<file path="config.mk">
export PLATFORM = sky130hd
export DESIGN_NAME = alu_seq
export DESIGN_NICKNAME = d
export VERILOG_FILES = /design/src/rtl/alu_pkg.sv /design/src/rtl/alu_seq_muldiv.sv /design/src/rtl/alu_seq.sv
export SDC_FILE = /design/constraint.sdc
export NUM_CORES = 1
export LEC_CHECK = 0
export CORE_ASPECT_RATIO = 1.75
export CORE_MARGIN = 2
export CORE_UTILIZATION = 50
export CTS_CLUSTER_DIAMETER = 60
export DETAILED_ROUTE_END_ITERATION = 10
export PLACE_DENSITY = 0.67
export SYNTH_ARGS = -nofsm -noshare
export SYNTH_HDL_FRONTEND = slang
export SYNTH_SLANG_ARGS = --single-unit
</file>
<file path="constraint.sdc">
create_clock -name clk -period 4.12 [get_ports clk]
set_input_delay 0.412 -clock clk [delete_from_list [all_inputs] [get_ports clk]]
set_output_delay 0.412 -clock clk [all_outputs]
set_load 0.02 [all_outputs]
</file>
<file path="src/rtl/alu_pkg.sv">
// Shared definitions for the sequential ALU: opcode encodings, flag bit
// positions and the controller state type.
package alu_pkg;

  localparam logic [3:0] OP_ADD  = 4'h0;
  localparam logic [3:0] OP_SUB  = 4'h1;
  localparam logic [3:0] OP_MUL  = 4'h2;
  localparam logic [3:0] OP_DIV  = 4'h3;
  localparam logic [3:0] OP_SHL  = 4'h4;
  localparam logic [3:0] OP_SHR  = 4'h5;
  localparam logic [3:0] OP_ROTL = 4'h6;
  localparam logic [3:0] OP_ROTR = 4'h7;
  localparam logic [3:0] OP_AND  = 4'h8;
  localparam logic [3:0] OP_OR   = 4'h9;
  localparam logic [3:0] OP_XOR  = 4'hA;
  localparam logic [3:0] OP_NOR  = 4'hB;
  localparam logic [3:0] OP_NAND = 4'hC;
  localparam logic [3:0] OP_NOT  = 4'hD;
  localparam logic [3:0] OP_CMP  = 4'hE;
  localparam logic [3:0] OP_SWAP = 4'hF;

  localparam int unsigned FLG_Z  = 0;
  localparam int unsigned FLG_C  = 1;
  localparam int unsigned FLG_N  = 2;
  localparam int unsigned FLG_V  = 3;
  localparam int unsigned FLG_DZ = 4;
  localparam int unsigned FLG_EQ = 5;
  localparam int unsigned FLG_GT = 6;
  localparam int unsigned FLG_LT = 7;

  typedef enum logic [1:0] {
    IDLE,
    BUSY,
    RESULT
  } state_e;

endpackage

</file>
<file path="src/rtl/alu_seq_muldiv.sv">
// Iterative unsigned multiply (LSB-first shift-add) and restoring divide,
// one step per cycle, WIDTH steps per operation.
module alu_seq_muldiv
  import alu_pkg::*;
#(
  parameter int unsigned WIDTH = 8,
  parameter int unsigned CNT_W = $clog2(WIDTH + 1)
) (
  input  logic             clk,
  input  logic             rst,
  input  logic             start,
  input  logic             op,
  input  logic [WIDTH-1:0] a,
  input  logic [WIDTH-1:0] b,
  output logic             done,
  output logic [WIDTH-1:0] result,
  output logic             hi_nonzero
);

  logic             busy_q, busy_d;
  logic             div_q, div_d;
  logic [CNT_W-1:0] cnt_q, cnt_d;
  logic [WIDTH-1:0] hi_q, hi_d;
  logic [WIDTH-1:0] lo_q, lo_d;
  logic [WIDTH-1:0] d_q, d_d;

  logic [WIDTH:0]   sum;
  logic [WIDTH:0]   rem_sh;
  logic [WIDTH-1:0] step_hi, step_lo;

  // hi/lo form the {product} pair for mul and {remainder, quotient} for div;
  // d holds the multiplicand or divisor.
  always_comb begin
    sum     = {1'b0, hi_q} + {1'b0, d_q};
    rem_sh  = {hi_q, lo_q[WIDTH-1]};
    step_hi = hi_q;
    step_lo = lo_q;
    if (div_q) begin
      if (rem_sh >= {1'b0, d_q}) begin
        step_hi = WIDTH'(rem_sh - {1'b0, d_q});
        step_lo = {lo_q[WIDTH-2:0], 1'b1};
      end else begin
        step_hi = rem_sh[WIDTH-1:0];
        step_lo = {lo_q[WIDTH-2:0], 1'b0};
      end
    end else if (lo_q[0]) begin
      step_hi = sum[WIDTH:1];
      step_lo = {sum[0], lo_q[WIDTH-1:1]};
    end else begin
      step_hi = {1'b0, hi_q[WIDTH-1:1]};
      step_lo = {hi_q[0], lo_q[WIDTH-1:1]};
    end
  end

  // The final step's result is presented combinationally so the caller can
  // register it on the same edge that completes the last iteration.
  assign done       = busy_q && (cnt_q == CNT_W'(WIDTH - 1));
  assign result     = step_lo;
  assign hi_nonzero = |step_hi;

  always_comb begin
    busy_d = busy_q;
    div_d  = div_q;
    cnt_d  = cnt_q;
    hi_d   = hi_q;
    lo_d   = lo_q;
    d_d    = d_q;
    if (start) begin
      busy_d = 1'b1;
      div_d  = op;
      cnt_d  = '0;
      hi_d   = '0;
      lo_d   = op ? a : b;
      d_d    = op ? b : a;
    end else if (busy_q) begin
      hi_d  = step_hi;
      lo_d  = step_lo;
      cnt_d = cnt_q + 1'b1;
      if (done) busy_d = 1'b0;
    end
  end

  always_ff @(posedge clk or posedge rst) begin
    if (rst) begin
      busy_q <= 1'b0;
      div_q  <= 1'b0;
      cnt_q  <= '0;
      hi_q   <= '0;
      lo_q   <= '0;
      d_q    <= '0;
    end else begin
      busy_q <= busy_d;
      div_q  <= div_d;
      cnt_q  <= cnt_d;
      hi_q   <= hi_d;
      lo_q   <= lo_d;
      d_q    <= d_d;
    end
  end

endmodule

</file>
<file path="src/rtl/alu_seq.sv">
// Sequential WIDTH-bit ALU with valid/ready handshakes, registered results
// and flags, and an iterative multiply/divide unit.
module alu_seq
  import alu_pkg::*;
#(
  parameter int unsigned WIDTH = 8,
  parameter int unsigned CNT_W = $clog2(WIDTH + 1)
) (
  input  logic             clk,
  input  logic             rst,
  input  logic             in_valid,
  output logic             in_ready,
  input  logic [WIDTH-1:0] a,
  input  logic [WIDTH-1:0] b,
  input  logic [3:0]       opcode,
  output logic             out_valid,
  input  logic             out_ready,
  output logic [WIDTH-1:0] out,
  output logic [7:0]       flags
);

  state_e           state_q, state_d;
  logic [WIDTH-1:0] out_q, out_d;
  logic [7:0]       flags_q, flags_d;
  logic             out_valid_q, out_valid_d;
  logic             is_div_q, is_div_d;

  logic [WIDTH:0]   add_full, sub_full;
  logic [WIDTH-1:0] sc_res;
  logic [7:0]       sc_flg;
  logic             accept, is_iter, md_start, md_done, md_hi_nz;
  logic [WIDTH-1:0] md_result;

  assign in_ready  = (state_q == IDLE) && !out_valid_q;
  assign out_valid = out_valid_q;
  assign out       = out_q;
  assign flags     = flags_q;

  assign accept   = in_valid && in_ready;
  assign is_iter  = (opcode == OP_MUL) || ((opcode == OP_DIV) && (b != '0));
  assign md_start = accept && is_iter;

  alu_seq_muldiv #(
    .WIDTH(WIDTH),
    .CNT_W(CNT_W)
  ) u_muldiv (
    .clk       (clk),
    .rst       (rst),
    .start     (md_start),
    .op        (opcode == OP_DIV),
    .a         (a),
    .b         (b),
    .done      (md_done),
    .result    (md_result),
    .hi_nonzero(md_hi_nz)
  );

  // Single-cycle datapath; OP_DIV only lands here when dividing by zero.
  always_comb begin
    add_full = {1'b0, a} + {1'b0, b};
    sub_full = {1'b0, a} - {1'b0, b};
    sc_res   = '0;
    sc_flg   = '0;
    case (opcode)
      OP_ADD: begin
        sc_res        = add_full[WIDTH-1:0];
        sc_flg[FLG_C] = add_full[WIDTH];
        sc_flg[FLG_V] = (a[WIDTH-1] == b[WIDTH-1]) && (add_full[WIDTH-1] != a[WIDTH-1]);
      end
      OP_SUB: begin
        sc_res        = sub_full[WIDTH-1:0];
        sc_flg[FLG_C] = sub_full[WIDTH];
        sc_flg[FLG_V] = (a[WIDTH-1] != b[WIDTH-1]) && (sub_full[WIDTH-1] != a[WIDTH-1]);
      end
      OP_DIV: begin
        sc_res         = '1;
        sc_flg[FLG_DZ] = 1'b1;
      end
      OP_SHL: begin
        sc_res        = {a[WIDTH-2:0], 1'b0};
        sc_flg[FLG_C] = a[WIDTH-1];
      end
      OP_SHR: begin
        sc_res        = {1'b0, a[WIDTH-1:1]};
        sc_flg[FLG_C] = a[0];
      end
      OP_ROTL: begin
        sc_res        = {a[WIDTH-2:0], a[WIDTH-1]};
        sc_flg[FLG_C] = a[WIDTH-1];
      end
      OP_ROTR: begin
        sc_res        = {a[0], a[WIDTH-1:1]};
        sc_flg[FLG_C] = a[0];
      end
      OP_AND:  sc_res = a & b;
      OP_OR:   sc_res = a | b;
      OP_XOR:  sc_res = a ^ b;
      OP_NOR:  sc_res = ~(a | b);
      OP_NAND: sc_res = ~(a & b);
      OP_NOT:  sc_res = ~a;
      OP_CMP: begin
        sc_flg[FLG_EQ] = (a == b);
        sc_flg[FLG_GT] = (a > b);
        sc_flg[FLG_LT] = (a < b);
      end
      OP_SWAP: sc_res = {a[WIDTH/2-1:0], a[WIDTH-1:WIDTH/2]};
      default: sc_res = '0;
    endcase
    sc_flg[FLG_Z] = (sc_res == '0);
    sc_flg[FLG_N] = sc_res[WIDTH-1];
  end

  always_comb begin
    state_d     = state_q;
    out_d       = out_q;
    flags_d     = flags_q;
    out_valid_d = out_valid_q;
    is_div_d    = is_div_q;
    case (state_q)
      IDLE: begin
        if (accept) begin
          if (is_iter) begin
            state_d  = BUSY;
            is_div_d = (opcode == OP_DIV);
          end else begin
            state_d     = RESULT;
            out_d       = sc_res;
            flags_d     = sc_flg;
            out_valid_d = 1'b1;
          end
        end
      end
      BUSY: begin
        if (md_done) begin
          state_d        = RESULT;
          out_valid_d    = 1'b1;
          out_d          = md_result;
          flags_d        = '0;
          flags_d[FLG_Z] = (md_result == '0);
          flags_d[FLG_N] = md_result[WIDTH-1];
          flags_d[FLG_V] = md_hi_nz && !is_div_q;
        end
      end
      RESULT: begin
        if (out_ready) begin
          state_d     = IDLE;
          out_valid_d = 1'b0;
        end
      end
      default: state_d = IDLE;
    endcase
  end

  always_ff @(posedge clk or posedge rst) begin
    if (rst) begin
      state_q     <= IDLE;
      out_q       <= '0;
      flags_q     <= '0;
      out_valid_q <= 1'b0;
      is_div_q    <= 1'b0;
    end else begin
      state_q     <= state_d;
      out_q       <= out_d;
      flags_q     <= flags_d;
      out_valid_q <= out_valid_d;
      is_div_q    <= is_div_d;
    end
  end

endmodule

</file>
# Word-level counts from Yosys, hierarchy flattened
# Index checks and enable logic that the tools add are counted.
[word_totals] reg_bits=50 inputBits=24 out_inout_bits=18 word_cells=118
[classes] addsub=5 order_cmp=3 eq_ne=27 n_mux=40 bitwise_logic=6 n_reduce_logical=26
[op_table] cell="2-to-1 mux 8 bit" n=17
[op_table] cell="case mux 8 bit (14 select lines)" n=1
[op_table] cell="== test 4 bit (second input constant)" n=8
[op_table] cell="case mux 8 bit (2 select lines)" n=2
[op_table] cell="NOT 8 bit" n=3
[op_table] cell="== test 4 x 3 -> 1 bit (second input constant)" n=5
[op_table] cell="adder 8 x 8 -> 9 bit" n=2
[op_table] cell="zero test 8 bit" n=2
[op_table] cell="greater-or-equal comparator 9 x 8 -> 1 bit" n=1
[op_table] cell="2-to-1 mux 1 bit" n=9
[op_table] cell="subtractor 8 x 8 -> 9 bit" n=1
[op_table] cell="bitwise AND 8 bit" n=1
[op_table] cell="== test 4 x 2 -> 1 bit (second input constant)" n=2
[op_table] cell="== test 8 bit" n=1
[op_table] cell="> comparator 8 bit" n=1
[op_table] cell="logical AND 1 bit" n=8
[op_table] cell="less-than comparator 8 bit" n=1
[op_table] cell="2-to-1 mux 2 bit" n=4
[op_table] cell="2-to-1 mux 4 bit" n=2
[op_table] cell="!= test 2 bit (second input constant)" n=4
[op_table] cell="OR 8 bit" n=1
[op_table] cell="nonzero test 8 bit" n=1
[op_table] cell="OR reduction 8 bit" n=1
[op_table] cell="subtractor 8 bit" n=1
[op_table] cell="other kinds (22)" n=28

# Logic depth before layout (Yosys ltp)
[logic_depth] depth_word=7 mapped_depth=12 depth_no_buf=12

# By module
# Synthesis repeated with hierarchy kept, for this count alone.
[unflattened] cells_unflattened=649 area_unflattened_um2=5315.1
[modules_own_cells] mod="alu_seq" n_inst=1 cells_per_inst=368 area_per_inst_um2=2841.5 seq_area_each_um2=475.5
[modules_own_cells] mod="alu_seq_muldiv" n_inst=1 cells_per_inst=281 area_per_inst_um2=2473.6 seq_area_each_um2=750.7

# Worst setup path after synthesis
# No wires, ideal clock.
[synth_timing] path_kind="register to register" from="register u_muldiv.lo_q[7]" to="register flags_q[3] (netlist: flags[3])" setup_ns=0.134 arrival_time_ns=2.245 t_required_ns=3.986 path_slack_ns=1.741 path_stages_with_launch=13 n_path_buf=0 synth_period_minus_slack_ns=2.379 path_cell_list="dfrtp_1 -> inv_1 -> ha_1 -> inv_1 -> fa_1 -> a211oi_1 -> o21ai_0 -> a21oi_1 -> xnor2_1 -> mux2i_1 -> a22o_1 -> nor4b_1 -> a21oi_1"
[synth_via] elab_chain_cells=7 word_cells_on_any_way=8 cone_classes="1 x add/sub; 1 x order compare; 4 x mux; 2 x reduce/logical"
[synth_rtl] element="from (decl)" line_no="alu_seq_muldiv.sv:24" text="logic [WIDTH-1:0] lo_q, lo_d;"
[synth_rtl] element="from (signal assigned)" line_no="alu_seq_muldiv.sv:96" text="lo_q <= lo_d;"
[synth_rtl] element="subtractor 8 bit or greater-or-equal comparator 9 x 8 -> 1 bit (tied branches)" line_no="alu_seq_muldiv.sv:40, alu_seq_muldiv.sv:39"
[synth_rtl] element="2-to-1 mux 8 bit *" line_no="alu_seq_muldiv.sv:39" text="if (rem_sh >= {1'b0, d_q}) begin"
[synth_rtl] element="2-to-1 mux 8 bit *" line_no="alu_seq_muldiv.sv:38" text="if (div_q) begin"
[synth_rtl] element="OR reduction 8 bit *" line_no="alu_seq_muldiv.sv:59" text="assign hi_nonzero = |step_hi;"
[synth_rtl] element="logical AND 1 bit *" line_no="alu_seq.sv:141" text="flags_d[FLG_V] = md_hi_nz && !is_div_q;"
[synth_rtl] element="2-to-1 mux 8 bit *" line_no="alu_seq.sv:134" text="if (md_done) begin"
[synth_rtl] element="case mux 8 bit (2 select lines) *" line_no="alu_seq.sv:119" text="case (state_q)"
[synth_rtl] element="to (signal assigned)" line_no="alu_seq.sv:164" text="flags_q <= flags_d;"
[synth_rtl] element="to (decl)" line_no="alu_seq.sv:24" text="logic [7:0] flags_q, flags_d;"
# Every way passes the cells marked *; elsewhere a longest branch is shown, timed or not. The select of a mux whose other input is x is not followed.
# A chain may end at the register's enable or synchronous reset.

# Worst setup path in the final report
[layout_timing] from="input port a[0]" to="register flags_q[0] (netlist: flags[0])"
[layout_via] elab_chain_cells=7 word_cells_on_any_way=13 cone_classes="2 x add/sub; 4 x mux; 6 x bitwise; 1 x reduce/logical"
[layout_rtl] element="from (decl)" line_no="alu_seq.sv:13" text="input logic [WIDTH-1:0] a,"
[layout_rtl] element="parallel branches: the longest is 2 deep, another holds subtractor 8 x 8 -> 9 bit"
[layout_rtl] element="case mux 8 bit (14 select lines) *" line_no="alu_seq.sv:64" text="case (opcode)"
[layout_rtl] element="zero test 8 bit *" line_no="alu_seq.sv:109" text="sc_flg[FLG_Z] = (sc_res == '0);"
[layout_rtl] element="2-to-1 mux 8 bit *" line_no="alu_seq.sv:122" text="if (is_iter) begin"
[layout_rtl] element="2-to-1 mux 8 bit *" line_no="alu_seq.sv:121" text="if (accept) begin"
[layout_rtl] element="case mux 8 bit (2 select lines) *" line_no="alu_seq.sv:119"
# Mark *: on every way between the ends. The select of a mux whose other input is x is not followed.

==> run summary <==
Status - complete, no violations
Compound-Gate Fraction of Synth Area - 0.2746
Switching share of power - 0.4939
# H-tree levels - 2
Antenna violations before repair - 0
Yosys reg bits - 49
Die width - 80.57 um
Fin util - 0.5816
Synth warnings - 0
Initial drt markers - 384
Total negative slack - 0 ns
Clock transition at path regs - 0.07 ns
Via Count - 5121
NetSw - 0.001943 W
Vias in the first global route - 5095
Critical path type - in -> reg
Post-DP HPWL - 13.70 mm
Min setup slack post-route - 0.8962 ns
Adder-Cell Fraction of Synth Area - 0.1156
Cts hold-fix bufs - 0
Hold Crit Class - reg -> reg
Syn Area/Cell - 7.784 um2
Data arrival, critical path - 3.45 ns
Total area of multi-input combinational cells - 0.003553 mm2
Minimum clock period - 3.224 ns
Clk pwr share - 0.106
Worst-path fanout max - 8
Largest net degree at the start of global routing - 50
First-pass GRT wire length - 27.03 mm
FMAX - 0.3102 GHz
Worst Tran Pin Value - 0.8717 ns
Final Max Slew Viols - 0
Drt wl/cell - 21.88 um
CTS sink cnt - 49
Leakage - 2.439 nW
Unrepaired setup endpoints after global routing - no
Final Hold Viols - 0
Clk_lat worst skew - 0.29 ns
Top FF cell, synth - dfrtp_1
Combinational group share of total power - 0.646
Max VDD drop - 0.4112 mV
Dpl ws - 0.6194 ns
Int Power - 0.001991 W
Via/cell ratio - 6.361
Total GRT Usage - 0.3253
CTS tree - yes
Clk_skew - 0.004125 ns
Post-cts sizing count - 0
Area share of the largest cell type after synthesis - 0.2390
Number of synthesized flops with an enable pin - 0
Post-DP Area - 0.005617 mm2
Slew headroom - 0.4189
Syn-to-layout area delta - 12.34%
Final ANT Viol Nets - 0
Seq/Total Area, Yosys - 0.2390
PwrDens - 682.5 mW/mm2
Clock root cell - clkbuf_16
Post-synthesis xor/xnor area fraction - 0.03756
Leading post-synthesis cells by cell area - dfrtp_1, ha_1, o21ai_0
Tcrit/Tclk final - 0.7825
Largest area contributor in the netlist - dfrtp_1
Postcts setup bufs - 0
Post-Syn Area - 0.005130 mm2
Sequential power share - 0.248
Clk buf depth - 2
Global route total overflow - 0
# fillers - 973
Initial Utilization - 0.5177
Core area - 0.009910 mm2
Post-synth top cells - nand2_1, o21ai_0, nor2_1, dfrtp_1, ha_1
Final Setup Violations - 0
I/O pin total - 42
Critical Path Source Type - input port
Count of cell types in the netlist - 70
Register area - 0.001226 mm2
Die Span Y - 138.0 um
Layout cell share with drive strength beyond 1 - 0.05588
Largest family of logic cells by synthesized area - compound AO/OA/AOI/OAI gates
Total wire length - 17.61 mm
Synth Area in Simple Gates - 0.2098
Async SR Flop Fraction - 1.000
Most instantiated library cell after synthesis - nand2_1
Port bufs - 41
# Max-Cap Violations - 0
Drc violations - 0
Syn Inst Count - 659
CP Data Required Time - 4.34 ns
Finished Cell Area - 0.005763 mm2
Layout Nets - 748
Antenna cells - 0
Die area - 0.01112 mm2
Placement Rows - 48
Inserted Clock Buffers - 5
Router iterations before antenna repair - 5
Post-synthesis mux area share - 0.05512
Syn nets - 728
Total design power - 0.003933 W
CP Capture Type - register
Gp weighted congestion - 0.9692
[kinds of logic after synthesis]
logic type                 after synthesis
adders and majority gates               45
DFF                                     49
buffers and inverters                   84
and+or+nand+nor                        222
AOI/OAI and AO/OA                      209
xor gates and xnor gates                22
muxes                                   28
[power by group through the flow]
stage          Sequential (W)  Combinational [W]  Clock, W
2_1_floorplan        0.000907            0.00182         0
3_5_place_dp         0.000976            0.00251         0
3_3_place_gp         0.000964            0.00245         0
6_report             0.000975            0.00254  0.000419
5_1_grt              0.000999            0.00279  0.000440
4_1_cts              0.000969            0.00252  0.000422
[per-stage QoR]
stage | hold WS (ns) | std cells
after floorplan | 0.4471 | 659
after global placement | 0.4696 | 797
after detailed placement | 0.4694 | 797
after CTS | 0.4851 | 805
after global routing | 0.5038 | 805
final | 0.4846 | 805
[layout by cell type, fill, tap and decap left out, types with 5 or more instances in the layout]
| master | synthesis | final |
|---|---|---|
| clkdlybuf4s50_1 | 0 | 41 |
| a211oi_1 | 11 | 11 |
| ha_1 | 41 | 41 |
| nor4_1 | 5 | 5 |
| nand2_1 | 77 | 77 |
| o211ai_1 | 10 | 10 |
| nor2b_1 | 10 | 10 |
| nand2b_1 | 12 | 12 |
| a31oi_1 | 6 | 6 |
| inv_1 | 39 | 38 |
| mux2i_1 | 26 | 26 |
| nor2_1 | 54 | 54 |
| xnor2_1 | 12 | 12 |
| o22ai_1 | 6 | 6 |
| nand3_1 | 16 | 16 |
| nand4_1 | 8 | 8 |
| and3_1 | 9 | 9 |
| clkbuf_16 | 0 | 5 |
| a21oi_1 | 36 | 36 |
| buf_4 | 2 | 16 |
| o31ai_1 | 5 | 5 |
| nor3_1 | 10 | 10 |
| dfrtp_1 | 49 | 49 |
| xor2_1 | 10 | 10 |
| a21o_1 | 11 | 11 |
| a221oi_1 | 8 | 8 |
| o21ai_0 | 60 | 60 |
| o21bai_1 | 5 | 5 |
| a22oi_1 | 6 | 6 |
[final timing paths]
check                                 startpoint           endpoint  slack, ns  cells after the start
worst max register to register  u_muldiv.lo_q[7]           flags[3]       1.16                     12
worst min-delay path                      out[3]             out[3]       0.48                      1
worst min register to register            out[3]             out[3]       0.48                      1
min in group asynchronous                    rst  u_muldiv.cnt_q[3]       0.63                      3
max in group asynchronous                    rst   u_muldiv.hi_q[3]       3.05                      3
worst max-delay path                        a[0]           flags[0]       0.90                     12
[area by class of cell]
class,count,area share
flip-flops and latches,49,0.2128
repair buffers,57,0.09205
clock buffers,5,0.02171
well taps,125,0.02714
multi-input cells,526,0.6166
clock inverters,3,0.003691
inverters,40,0.02605
[per-layer routing]
metal / up-vias / share of wire / track usage
li1: 2428 / - / -
met1: 2405 / 0.36 / 0.3333
met2: 215 / 0.53 / 0.6130
met3: 73 / 0.042 / 0.03125
met4: 0 / 0.065 / 0.2081
met5: - / 0 / 0
[critical path: stages]
cell	delay, ns
clkdlybuf4s50_1	0.67
inv_1	0.12
ha_1	0.25
fa_1	0.41
o21bai_1	0.22
a21oi_1	0.22
o31ai_1	0.31
nor3_1	0.08
nor2_1	0.14
nand3_1	0.12
or3_1	0.36
o21ai_1	0.12
[flip-flops by register name, indices dropped and copies added (netlist names)]
signal           count
u_muldiv.lo_q        8
flags                8
out                  7
is_div_q             1
state_q              2
u_muldiv.busy_q      1
u_muldiv.cnt_q       4
out_valid            1
u_muldiv.div_q       1
u_muldiv.d_q         8
u_muldiv.hi_q        8
(Power assumes the default switching activity.)
